`config.mk`:
```
export PLATFORM = sky130hd
export DESIGN_NAME = rtc_counter_p
export DESIGN_NICKNAME = d
export VERILOG_FILES = /design/src/rtl/rtc_counter_p.sv
export SDC_FILE = /design/constraint.sdc
export NUM_CORES = 1
export LEC_CHECK = 0
export CORE_MARGIN = 2
export CORE_UTILIZATION = 51
export DETAILED_ROUTE_END_ITERATION = 16
export GPL_TIMING_DRIVEN = 0
export PLACE_DENSITY_LB_ADDON = 0.25
export SLEW_MARGIN = 20
export SYNTH_ARGS = -nofsm -noshare
export SYNTH_HDL_FRONTEND = slang
export SYNTH_SLANG_ARGS = --single-unit
```
`constraint.sdc`:
```
create_clock -name clk_1kHz -period 3 [get_ports clk_1kHz]
set_clock_uncertainty 0.2 [all_clocks]
set_input_delay 0.75 -clock clk_1kHz [delete_from_list [all_inputs] [get_ports clk_1kHz]]
set_output_delay 0.75 -clock clk_1kHz [all_outputs]
set_load 0.05 [all_outputs]
```
`src/rtl/rtc_counter_p.sv`:
```
// rtc_counter_p: time-of-day counter with internal seconds prescaler.
// Tracks HH:MM:SS, day rollover, 12/24 h display and alarm match.
module rtc_counter_p #(
    parameter int TICK_DIV = 1000,
    parameter int DAY_W    = 9
) (
    input  logic             clk_1kHz,
    input  logic             resetn,
    input  logic             i_run_toggle,
    input  logic             i_mode12_toggle,
    input  logic             i_load_sig,
    input  logic [20:0]      i_load_data,
    input  logic             i_inc,
    input  logic [1:0]       i_inc_field,
    input  logic             i_alarm_en,
    input  logic [20:0]      i_alarm_time,
    output logic [20:0]      o_current_time,
    output logic [6:0]       o_hour_disp,
    output logic             o_ampm,
    output logic             o_mode12,
    output logic             o_stopped,
    output logic             o_sec_tick,
    output logic [DAY_W-1:0] o_day_count,
    output logic             o_load_err,
    output logic             o_alarm
);

    localparam int PW = $clog2(TICK_DIV);
    localparam logic [PW-1:0] P_MAX = PW'(TICK_DIV - 1);

    logic [6:0]       hour;
    logic [6:0]       minute;
    logic [6:0]       second;
    logic [PW-1:0]    presc;
    logic [DAY_W-1:0] day;
    logic             mode12;
    logic             stopped;
    logic             sec_tick;
    logic             load_err;
    logic             alarm;

    logic [6:0]       ld_h;
    logic [6:0]       ld_m;
    logic [6:0]       ld_s;
    logic             load_ok;
    logic             running;
    logic             tick;
    logic             inc_act;
    logic [PW-1:0]    presc_nxt;
    logic [6:0]       nxt_h;
    logic [6:0]       nxt_m;
    logic [6:0]       nxt_s;
    logic             roll;

    assign ld_h    = i_load_data[20:14];
    assign ld_m    = i_load_data[13:7];
    assign ld_s    = i_load_data[6:0];
    assign load_ok = (ld_h <= 7'd23) && (ld_m <= 7'd59) && (ld_s <= 7'd59);

    // A run toggle freezes or releases the prescaler on the same edge
    assign running   = ~(stopped ^ i_run_toggle);
    assign presc_nxt = (presc == P_MAX) ? '0 : presc + 1'b1;
    assign tick      = running && (presc == P_MAX);
    assign inc_act   = i_inc && (i_inc_field != 2'b00);

    // One-second advance with full carry chain into the day counter
    always_comb begin
        nxt_h = hour;
        nxt_m = minute;
        nxt_s = second;
        roll  = 1'b0;
        if (second == 7'd59) begin
            nxt_s = 7'd0;
            if (minute == 7'd59) begin
                nxt_m = 7'd0;
                if (hour == 7'd23) begin
                    nxt_h = 7'd0;
                    roll  = 1'b1;
                end else begin
                    nxt_h = hour + 7'd1;
                end
            end else begin
                nxt_m = minute + 7'd1;
            end
        end else begin
            nxt_s = second + 7'd1;
        end
    end

    // Time state: reset, then load, then field increment, then tick
    always_ff @(posedge clk_1kHz) begin
        if (!resetn) begin
            hour     <= '0;
            minute   <= '0;
            second   <= '0;
            presc    <= '0;
            day      <= '0;
            mode12   <= 1'b0;
            stopped  <= 1'b0;
            sec_tick <= 1'b0;
            load_err <= 1'b0;
            alarm    <= 1'b0;
        end else begin
            sec_tick <= 1'b0;
            load_err <= 1'b0;
            alarm    <= 1'b0;
            if (i_run_toggle) stopped <= ~stopped;
            if (i_mode12_toggle) mode12 <= ~mode12;
            if (i_load_sig) begin
                if (load_ok) begin
                    hour   <= ld_h;
                    minute <= ld_m;
                    second <= ld_s;
                    presc  <= '0;
                    day    <= '0;
                end else begin
                    load_err <= 1'b1;
                end
            end else if (inc_act) begin
                case (i_inc_field)
                    2'b01: hour <= (hour == 7'd23) ? 7'd0 : hour + 7'd1;
                    2'b10: minute <= (minute == 7'd59) ? 7'd0 : minute + 7'd1;
                    default: second <= (second == 7'd59) ? 7'd0 : second + 7'd1;
                endcase
                if (i_inc_field == 2'b11) presc <= '0;
                else if (running) presc <= presc_nxt;
            end else if (running) begin
                presc <= presc_nxt;
                if (tick) begin
                    hour     <= nxt_h;
                    minute   <= nxt_m;
                    second   <= nxt_s;
                    sec_tick <= 1'b1;
                    alarm    <= i_alarm_en &&
                                ({nxt_h, nxt_m, nxt_s} == i_alarm_time);
                    if (roll) day <= day + 1'b1;
                end
            end
        end
    end

    // 12 h display conversion from the registered hour
    always_comb begin
        o_hour_disp = hour;
        if (mode12) begin
            if (hour == 7'd0) o_hour_disp = 7'd12;
            else if (hour > 7'd12) o_hour_disp = hour - 7'd12;
        end
    end

    assign o_ampm         = (hour >= 7'd12);
    assign o_current_time = {hour, minute, second};
    assign o_mode12       = mode12;
    assign o_stopped      = stopped;
    assign o_sec_tick     = sec_tick;
    assign o_day_count    = day;
    assign o_load_err     = load_err;
    assign o_alarm        = alarm;

endmodule
```
==> impl_metrics.tcl <==
set metrics [dict create \
    status "complete, no violations" \
    setup_tns_ns 0 \
    period_needed_ns 2.96 \
    place_area_um2 4900 \
    p_leak_nw 1.86 \
    synth_edf_count 0 \
    fin_area_um2 5170 \
    cp-start-kind "primary input" \
    cts-root-buf "clkbuf_8" \
    synthArstFlopShare_pct 0 \
    synth_cells 518 \
    drc_errors 0 \
    drv_slew 0 \
    end_kind "flop" \
    grt_max_degree 15 \
    yosysSeqAreaShare_pct 23.4 \
    syn-cell-area_um2 3840 \
    hold_class "flop to flop" \
    numCtsBuffers 5 \
    dr.pass1.iters 8 \
    vias 4634 \
    core-area_um2 7290 \
    p_total_mw 1.67 \
    ir_drop_mv 0.266 \
    avgSynthCellArea_um2 7.42 \
    clock_latency_ns 0.31 \
    die_h_um 90.8 \
    viasPerCell 6.37 \
    grt_pass1_wl_um 22000 \
    drv_cap 0 \
    rows 31 \
    cellPowerDensity_nw_per_um2 322 \
    nets 691 \
    layout-area-overhead-vs-synth_pct 34.5 \
    initial_core_util_pct 52.7 \
    worstPathArrival_ns 2.99 \
    cts_hold_buf 0 \
    drive_gt1_share_pct 11.8 \
    track_usage_pct 32.9 \
    antenna_found_initial 0 \
    num_antenna_cells 0 \
    htree_levels 2 \
    place.gp.congestion 0.970 \
    io_buffers 92 \
    finalHoldViolations 0 \
    ant_nets 0 \
    cts.clk_slew.worst_paths_ns 0.10 \
    ioPinCount 94 \
    cts_tree "built" \
    slew_headroom_pct 49.7 \
    ys_ff_latch 45 \
    tightest_slew_ns 0.745 \
    path_class "primary input to flop" \
    synthesis.nets 582 \
    cp_max_fo 7 \
    ys_warn_count 0 \
    synth.distinct_cells 74 \
    fin_crit_sh_pct 98.5 \
    synth_ff_type "dfxtp_1" \
    hpwl_um 10500 \
    fmax_mhz 338 \
    clock-sinks 45 \
    chipWidth_um 90.8 \
    critPathRequiredTime_ns 3.03 \
    die_area_um2 8240 \
    grt_pass1_vias 4249 \
    clockBufferDepth 2 \
    grt_overflow_total 0 \
    setup_viol 0 \
    wire_per_inst_um 19.3 \
    wl_um 14100 \
    first_iter_violations 318 \
]
-- flip-flops by register name (all words and copies together) (netlist names), 7 cells and up --
register and count:
minute 7, presc 10, second 7, hour 7
o_day_count 9
-- synthesized netlist by cell type, drive strengths merged (3+ instances only) --
master	number	area (um2)
or4	4	30.0
o21a	7	52.6
nor4	10	98.8
xnor2	10	95.1
o211ai	7	52.6
o2111ai	8	70.1
and3	7	43.8
o221ai	3	26.3
or2	4	25.0
o31ai	11	82.6
and2	11	68.8
nand2	60	225
xor2	17	149
nor2	42	160
a211oi	7	52.6
nand4b	3	32.5
o2bb2ai	3	26.3
nor3	15	75.1
dfxtp	45	901
o21ai	43	215
a31o	3	26.3
o221a	3	33.8
a211o	3	26.3
a31oi	4	25.0
buf	15	85.1
ha	13	163
nand3	13	65.1
o41ai	7	68.8
clkbuf	13	48.8
inv	19	71.3
nor2b	5	31.3
mux2i	8	80.1
a21oi	43	219
nand2b	10	62.6
nand4	12	96.3
-- where the power goes --
part | leakage [nW] | internal (mW) | switching (mW)
Combinational | 1.45 | 0.235 | 0.368
Clock | 0.0374 | 0.165 | 0.239
Sequential | 0.368 | 0.621 | 0.0390
-- cells in the final DEF (no fill, tap or decap), types with 8 or more instances in the layout --
| cell | synthesis | final |
|---|---|---|
| buf_2 | 11 | 10 |
| ha_1 | 13 | 11 |
| nand3_1 | 13 | 13 |
| o2111ai_1 | 8 | 8 |
| o21ai_1 | 8 | 8 |
| clkbuf_1 | 13 | 11 |
| xnor2_1 | 9 | 9 |
| buf_4 | 2 | 13 |
| nand2b_1 | 10 | 9 |
| o21ai_0 | 35 | 32 |
| nand2_1 | 60 | 60 |
| dfxtp_1 | 45 | 39 |
| clkdlybuf4s50_1 | 0 | 84 |
| nor2_1 | 41 | 40 |
| a21oi_1 | 42 | 42 |
| nor3_1 | 15 | 14 |
| and2_1 | 11 | 11 |
| o31ai_1 | 11 | 11 |
| mux2i_1 | 8 | 8 |
| inv_1 | 19 | 19 |
| xor2_1 | 17 | 17 |
| nand4_1 | 10 | 10 |
-- path summary, 6_finish.rpt --
check	depth (start not counted)	startpoint	slack (ns)	endpoint
worst max-delay path	7	i_run_toggle	0.04	o_alarm$_SDFF_PP0_
worst min-delay path	2	presc[8]$_SDFFE_PN0P_	0.30	presc[8]$_SDFFE_PN0P_
worst min register to register	2	presc[8]$_SDFFE_PN0P_	0.30	presc[8]$_SDFFE_PN0P_
worst max register to register	9	minute[1]$_SDFFE_PN0P_	0.12	o_alarm$_SDFF_PP0_
-- timing repair --
| item | 4_1_cts | 5_1_grt |
|---|---|---|
| endpoints found under the hold margin | 0 | 0 |
| endpoints found under the setup margin | 33 | 29 |
| setup buffers | 3 | 7 |
| pin swaps | 1 | 4 |
| gates resized for setup | 36 | 23 |
-- cells by family (layout without fill, tap and decap cells) --
group / Yosys count / in the layout / synth area share [%]
AO/OA/AOI/OAI: 171 / 171 / 29.6
XOR/XNOR: 27 / 27 / 6.35
adder cells (fa/ha/maj): 13 / 13 / 4.23
buffers and inverters: 48 / 158 / 5.44
flip-flops: 45 / 45 / 23.4
multiplexers: 8 / 8 / 2.08
AND/OR/NAND/NOR: 206 / 206 / 28.8
-- per-layer routing --
layer	vias to the layer above	GRT usage [%]	share of wire (%)	wire, um
li1	2150	-	-	-
met3	38	6.68	9.7	1370
met1	2166	42.6	40	5650
met2	280	55.5	47	6670
met4	0	9.47	2.6	370
met5	-	0	0	0
-- worst max-delay path: stages --
cell,delay (ns)
clkdlybuf4s50_1,0.52
xnor2_4,0.31
nand4_1,0.20
nor4_4,0.39
o2111ai_1,0.17
or4_1,0.43
nor4_2,0.20
-- through the flow --
| step | std cells | worst slack [ns] | hold WS [ns] | utilization (%) |
|---|---|---|---|---|
| finish | 727 | 0.0438 | 0.297 | 70.8 |
| global route | 727 | -0.00154 | 0.336 | 70.8 |
| CTS | 720 | -0.0646 | 0.303 | 69.3 |
| detailed placement | 709 | -0.583 | 0.286 | 67.1 |
| global placement | 709 | -0.513 | 0.265 | 67.1 |
| floorplan | 518 | 0.0134 | 0.251 | - |
-- area by class of cell --
cell class	instances	area (um2)
timing repair buffer	102	988
tap	99	124
fill	622	2130
inverter	20	75.1
multi-input combinational	425	2840
clock inverter	2	15.0
buffer	28	148
clock buffer	6	72.6
sequential	45	908
Note: power is estimated with default switching activity, not from simulation.
